<file path="src/rtl/multdiv_stall_controller_pkg.sv">
// Shared ISA constants, FSM encoding and field-extraction helpers for the mult/div stall controller.
// Latency: n/a (declarations only).
// Backpressure: n/a.
package multdiv_stall_controller_pkg;

    // Primary opcodes, instr[31:27]
    localparam logic [4:0] OP_ALU  = 5'b00000;
    localparam logic [4:0] OP_ADDI = 5'b00101;
    localparam logic [4:0] OP_SW   = 5'b00111;
    localparam logic [4:0] OP_LW   = 5'b01000;
    localparam logic [4:0] OP_BNE  = 5'b00010;
    localparam logic [4:0] OP_BLT  = 5'b00110;
    localparam logic [4:0] OP_JR   = 5'b00100;
    localparam logic [4:0] OP_BEX  = 5'b10110;

    // R-type ALU_op, instr[6:2]
    localparam logic [4:0] ALU_MUL = 5'b00110;
    localparam logic [4:0] ALU_DIV = 5'b00111;

    localparam logic [4:0]  REG_RSTATUS = 5'd30;
    localparam logic [31:0] RSTATUS_MUL = 32'd4;
    localparam logic [31:0] RSTATUS_DIV = 32'd5;

    typedef enum logic [1:0] {
        MD_IDLE = 2'b00,
        MD_WAIT = 2'b01,
        MD_DONE = 2'b10
    } md_state_t;

    function automatic logic [4:0] f_opcode(input logic [31:0] instr);
        return instr[31:27];
    endfunction

    function automatic logic [4:0] f_rd(input logic [31:0] instr);
        return instr[26:22];
    endfunction

    function automatic logic [4:0] f_rs(input logic [31:0] instr);
        return instr[21:17];
    endfunction

    function automatic logic [4:0] f_rt(input logic [31:0] instr);
        return instr[16:12];
    endfunction

    function automatic logic [4:0] f_alu_op(input logic [31:0] instr);
        return instr[6:2];
    endfunction

endpackage

</file>
<file path="src/rtl/load_use_detect.sv">
// Flags a load in DX whose destination is read by the instruction in FD (bypass cannot cover it).
// Latency: combinational.
// Backpressure: none; the caller decides whether the hazard is acted on.
module load_use_detect
    import multdiv_stall_controller_pkg::*;
(
    input  logic [31:0] fd_instr,
    input  logic [31:0] dx_instr,
    output logic        hazard
);

    logic [4:0] src_a;
    logic [4:0] src_b;
    logic       use_a;
    logic       use_b;
    logic [4:0] dx_rd;
    logic       dx_is_lw;
    logic       unused_bits;

    assign dx_rd       = f_rd(dx_instr);
    assign dx_is_lw    = (f_opcode(dx_instr) == OP_LW) && (dx_rd != 5'd0);
    assign unused_bits = ^{fd_instr[11:0], dx_instr[21:0]};

    // Work out which registers the FD instruction actually reads
    always_comb begin
        src_a = f_rs(fd_instr);
        src_b = f_rt(fd_instr);
        use_a = 1'b0;
        use_b = 1'b0;
        case (f_opcode(fd_instr))
            OP_ALU: begin
                use_a = 1'b1;
                use_b = 1'b1;
            end
            OP_ADDI, OP_LW: begin
                use_a = 1'b1;
            end
            OP_SW, OP_BNE, OP_BLT: begin
                src_a = f_rd(fd_instr);
                src_b = f_rs(fd_instr);
                use_a = 1'b1;
                use_b = 1'b1;
            end
            OP_JR: begin
                src_a = f_rd(fd_instr);
                use_a = 1'b1;
            end
            OP_BEX: begin
                src_a = REG_RSTATUS;
                use_a = 1'b1;
            end
            default: begin
                use_a = 1'b0;
                use_b = 1'b0;
            end
        endcase
    end

    assign hazard = dx_is_lw && ((use_a && (src_a == dx_rd)) || (use_b && (src_b == dx_rd)));

endmodule

</file>
<file path="src/rtl/multdiv_stall_controller.sv">
// Sequences the shared mult/div unit and owns all pipeline stalls, including load-use bubbles.
// Latency: DX decode to XM capture is N+2 cycles (N = cycles until md_ready), capped by MD_TIMEOUT.
// Backpressure: freezes PC/FD/DX and bubbles XM while the unit is busy; one-cycle bubble on load-use.
module multdiv_stall_controller
    import multdiv_stall_controller_pkg::*;
#(
    parameter int MD_TIMEOUT = 40,
    parameter int CNT_W      = 6
) (
    input  logic        clock,
    input  logic        reset,
    input  logic [31:0] FD_Latch_Instr,
    input  logic [31:0] DX_Latch_Instr,
    input  logic        md_ready,
    input  logic        md_exception,
    input  logic [31:0] md_result,
    output logic        ctrl_MULT,
    output logic        ctrl_DIV,
    output logic        stall_PC_FD,
    output logic        stall_DX,
    output logic        DX_nop_insert,
    output logic        XM_nop_insert,
    output logic        md_xm_select,
    output logic [31:0] md_xm_data,
    output logic        md_xm_error,
    output logic        md_busy
);

    md_state_t        state, state_nxt;
    logic [CNT_W-1:0] cnt, cnt_nxt;
    logic             op_div, op_div_nxt;
    logic [31:0]      res_q, res_nxt;
    logic             err_q, err_nxt;

    logic dx_mul;
    logic dx_div;
    logic load_use;
    logic unused_bits;

    assign dx_mul = (f_opcode(DX_Latch_Instr) == OP_ALU) && (f_alu_op(DX_Latch_Instr) == ALU_MUL);
    assign dx_div = (f_opcode(DX_Latch_Instr) == OP_ALU) && (f_alu_op(DX_Latch_Instr) == ALU_DIV);
    assign unused_bits = ^{DX_Latch_Instr[26:7], DX_Latch_Instr[1:0]};

    load_use_detect u_load_use_detect (
        .fd_instr (FD_Latch_Instr),
        .dx_instr (DX_Latch_Instr),
        .hazard   (load_use)
    );

    // State, timeout counter and captured result/error
    always_ff @(posedge clock) begin
        if (reset) begin
            state  <= MD_IDLE;
            cnt    <= '0;
            op_div <= 1'b0;
            res_q  <= '0;
            err_q  <= 1'b0;
        end else begin
            state  <= state_nxt;
            cnt    <= cnt_nxt;
            op_div <= op_div_nxt;
            res_q  <= res_nxt;
            err_q  <= err_nxt;
        end
    end

    // Next-state and outputs; everything is held low while reset is asserted
    always_comb begin
        state_nxt     = state;
        cnt_nxt       = cnt;
        op_div_nxt    = op_div;
        res_nxt       = res_q;
        err_nxt       = err_q;
        ctrl_MULT     = 1'b0;
        ctrl_DIV      = 1'b0;
        stall_PC_FD   = 1'b0;
        stall_DX      = 1'b0;
        DX_nop_insert = 1'b0;
        XM_nop_insert = 1'b0;
        md_xm_select  = 1'b0;
        md_xm_data    = 32'd0;
        md_xm_error   = 1'b0;
        md_busy       = 1'b0;
        if (!reset) begin
            md_busy = (state != MD_IDLE);
            case (state)
                MD_IDLE: begin
                    if (dx_mul || dx_div) begin
                        ctrl_MULT     = dx_mul;
                        ctrl_DIV      = dx_div;
                        stall_PC_FD   = 1'b1;
                        stall_DX      = 1'b1;
                        XM_nop_insert = 1'b1;
                        op_div_nxt    = dx_div;
                        cnt_nxt       = '0;
                        err_nxt       = 1'b0;
                        state_nxt     = MD_WAIT;
                    end else if (load_use) begin
                        // DX loads a bubble while FD/PC hold; the load moves on to XM
                        stall_PC_FD   = 1'b1;
                        DX_nop_insert = 1'b1;
                    end
                end
                MD_WAIT: begin
                    stall_PC_FD   = 1'b1;
                    stall_DX      = 1'b1;
                    XM_nop_insert = 1'b1;
                    cnt_nxt       = cnt + CNT_W'(1);
                    if (md_ready) begin
                        res_nxt   = md_result;
                        err_nxt   = md_exception;
                        state_nxt = MD_DONE;
                    end else if (cnt == CNT_W'(MD_TIMEOUT - 1)) begin
                        err_nxt   = 1'b1;
                        state_nxt = MD_DONE;
                    end
                end
                MD_DONE: begin
                    // Stalls drop so the mul/div advances into XM carrying the substituted result
                    md_xm_select = 1'b1;
                    md_xm_error  = err_q;
                    md_xm_data   = err_q ? (op_div ? RSTATUS_DIV : RSTATUS_MUL) : res_q;
                    state_nxt    = MD_IDLE;
                end
                default: begin
                    state_nxt = MD_IDLE;
                end
            endcase
        end
    end

endmodule

</file>
<file path="config.mk">
export PLATFORM = sky130hd
export DESIGN_NAME = multdiv_stall_controller
export DESIGN_NICKNAME = d
export VERILOG_FILES = /design/src/rtl/multdiv_stall_controller_pkg.sv /design/src/rtl/load_use_detect.sv /design/src/rtl/multdiv_stall_controller.sv
export SDC_FILE = /design/constraint.sdc
export NUM_CORES = 1
export LEC_CHECK = 0
export CORE_MARGIN = 4
export CORE_UTILIZATION = 38
export DETAILED_ROUTE_END_ITERATION = 12
export HOLD_SLACK_MARGIN = 0.02
export PLACE_DENSITY = 0.87
export SYNTH_ARGS = -nofsm -noshare
export SYNTH_HDL_FRONTEND = slang
export SYNTH_SLANG_ARGS = --single-unit
</file>
<file path="constraint.sdc">
create_clock -name clock -period 3 [get_ports clock]
set_input_delay 0.45 -clock clock [delete_from_list [all_inputs] [get_ports clock]]
set_output_delay 0.45 -clock clock [all_outputs]
set_load 0.02 [all_outputs]
</file>
==> flow_summary.yaml <==
route:
  drcViolationCount: 0
  wl_per_cell_microns: 14.6
  routed_wl_mm: 7.98
  ant_nets: 0
  vias_per_cell: 5.16
  first_iter_violations: 134
  dr.pass1.iters: 4
  vias: 2819
layout:
  areaGrowthSynthToFinish_pct: 62.8
  fin_cells: 546
  final_area_sq_um: 3960
  n_antenna_cell: 0
  nets: 571
  drive_gt1_share_pct: 13.2
  fin_util_pct: 65.3
place:
  port_buffers: 111
  dpl.hpwl_mm: 6.07
  placedCellCount: 538
  place_area_sq_um: 3840
  dp_slack_ps: -976
  gp_congestion: 0.904
yosys:
  syn_area_per_cell_sq_um: 7.27
  synthCells: 334
  ys_warn_count: 0
  syn_nets: 435
  yosysSeqAreaShare_pct: 34.6
  synth.cell_area_sq_um: 2430
  ys.flop_type: "dfxtp_1"
  synth_edf_count: 0
  synth_cell_types: 55
  ys_ff_latch: 42
  async_reset_ff_share_pct: 0
power:
  peakVddDrop_uv: 271
  p_total_mw: 1.15
  p_leak_nw: 1.51
  power_density_nw_per_um2: 291
timing:
  maxSlewHeadroom_pct: 60.2
  post-route-period-util_pct: 106
  layout_setup_ws_ps: -171
  setup_viol: 2
  finalHoldViolations: 0
  period_needed_ps: 3170
  rsz0062_at_grt: "yes"
  worst_slew_pin_slew_ps: 597
  holdWs_ps: 451
  slew_violations: 0
  max_clock_freq_mhz: 315
  fin_skew_ps: 9.12
  fin_setup_tns_ps: -211
setup_path:
  cp_data_required_time_ps: 2550
  cpLargestDelayFamily: "simple AND/OR/NAND/NOR gates"
  path_class: "primary input to output pin"
  reg2reg_from: "state[0]"
  crit_start: "DX_Latch_Instr[29]"
  end_kind: "output pin"
  slowest_stage: "or4_4"
  cp_max_fo: 2
  reg2reg_slack_ps: 950
  start_kind: "primary input"
  worst-path-buf-inv: 2
  max_stage_delay_ps: 530
  cp_cell_sequence: "buf_6 -> or4_4 -> or4b_4 -> or3_4 -> nor4_4 -> o2111ai_2 -> a211oi_2 -> buf_4"
  arrival_ps: 2720
global_routing:
  overflow: 0
  grt_pass1_vias: 2860
  grt_util_all_layers_pct: 20.6
  grt_pass1_wl_mm: 12.9
  antenna_found_initial: 0
  grt_start_max_net_pins: 49
die:
  start_util_pct: 40.1
  die_y_microns: 88.0
  dieArea_sq_um: 7740
  die_w_microns: 88.0
  coreArea_sq_um: 6060
  rows: 28
  top_level_ports: 141
clock_tree:
  cts_made_buffers: 5
  cts_sinks: 42
  clockBufferDepth: 2
  path_clk_slew_ps: 80
  h-tree-depth: 2
  root_buffer: "clkbuf_8"
  cts_tree: "done"
  clk_latency_ps: 290
  postCtsHoldBufs: 0
run_status:
  violations: "setup timing"
  status: "finished, violations left"
job:
  max-cap-violations: 0
min_path:
  holdCritPathClass: "register to register"
  min_from: "res_q[8]"
==> per-layer routing <==
metal	GRT usage, %	vias up	part of all wire, %
met5	0	-	0
met4	4.18	0	1.1
met3	5.64	8	10
met2	35.9	133	47
met1	25.3	1265	42
li1	-	1413	-
==> path summary, 6_finish.rpt <==
check                  endpoint  cells past startpoint
setup / recovery  DX_nop_insert                      8
hold / removal         res_q[8]                      2
setup reg to reg      res_q[28]                      5
hold reg to reg        res_q[8]                      2
==> where the power goes <==
part           internal (mW)  switching [mW]  total, mW
combinational          0.133          0.0817      0.215
sequential             0.557        0.000187      0.557
clock                  0.190           0.189      0.379
total                  0.880           0.271       1.15
==> tightest hold or removal path: cells and delay by family (launching register included) <==
kind / cells / cell delay [ps]
AOI/OAI and AO/OA: 1 / 50
DFF: 1 / 310
and+or+nand+nor: 1 / 50
==> area by class of cell <==
type / count / area [sq um]
clock inverter: 1 / 8.76
inverter: 10 / 37.5
fill: 545 / 2100
timing repair buffer: 150 / 1390
tap: 75 / 93.8
multi-input combinational: 261 / 1500
clock buffer: 7 / 86.3
sequential: 42 / 841
==> synth_stat cells, types with 2 or more instances <==
cell type | instances | share of area (%)
nand2_1 | 74 | 11
a21oi_1 | 43 | 8.9
dfxtp_1 | 42 | 35
and2_1 | 32 | 8.2
nor2_1 | 22 | 3.4
clkbuf_1 | 19 | 2.9
inv_1 | 9 | 1.4
nor3_1 | 7 | 1.4
nand2b_1 | 5 | 1.3
nand3_1 | 5 | 1.0
o211ai_1 | 5 | 1.5
o21ai_1 | 5 | 1.0
mux2i_1 | 4 | 1.6
nor2b_1 | 4 | 1.0
o2111ai_1 | 4 | 1.4
and3_1 | 3 | 0.77
xnor2_1 | 3 | 1.1
xor2_1 | 3 | 1.1
a21boi_0 | 2 | 0.62
nand3b_1 | 2 | 0.62
nor3b_1 | 2 | 0.62
o2111a_1 | 2 | 0.93
o21bai_1 | 2 | 0.62
o32ai_1 | 2 | 0.72
or3_1 | 2 | 0.51
or4bb_1 | 2 | 0.93
==> registers in the layout, indices dropped and copies added (netlist names) <==
| name | cells |
|---|---|
| cnt | 6 |
| err_q | 1 |
| op_div | 1 |
| res_q | 32 |
| state | 2 |
==> logic make-up after synthesis <==
logic type,count (synthesis),share of synthesized area (%)
AO/OA/AOI/OAI,81,21.4
XOR/XNOR,6,2.16
adder cells (fa/ha/maj),2,0.927
buffers and inverters,31,4.94
flip-flops,42,34.6
multiplexers,4,1.65
AND/OR/NAND/NOR,168,34.3
==> placed cells by master (no fill, tap or decap), types with 4 or more instances in the layout <==
cell type and count:
nor3_1 6, nor2b_1 4, inv_1 9, nor2_1 22, nand2b_1 5, o21ai_1 5
nand2_1 74, o211ai_1 5, nand3_1 5, clkbuf_8 6, clkdlybuf4s50_1 100, buf_4 41
mux2i_1 4, dfxtp_1 42, and2_1 32, a21oi_1 42
==> repair_timing <==
item	in CTS	in global routing
pin swaps	6	6
buffers inserted	0	0
gates resized for setup	29	4
endpoints found under the setup margin	6	6
No activity file was read; power rests on OpenSTA's default activity.
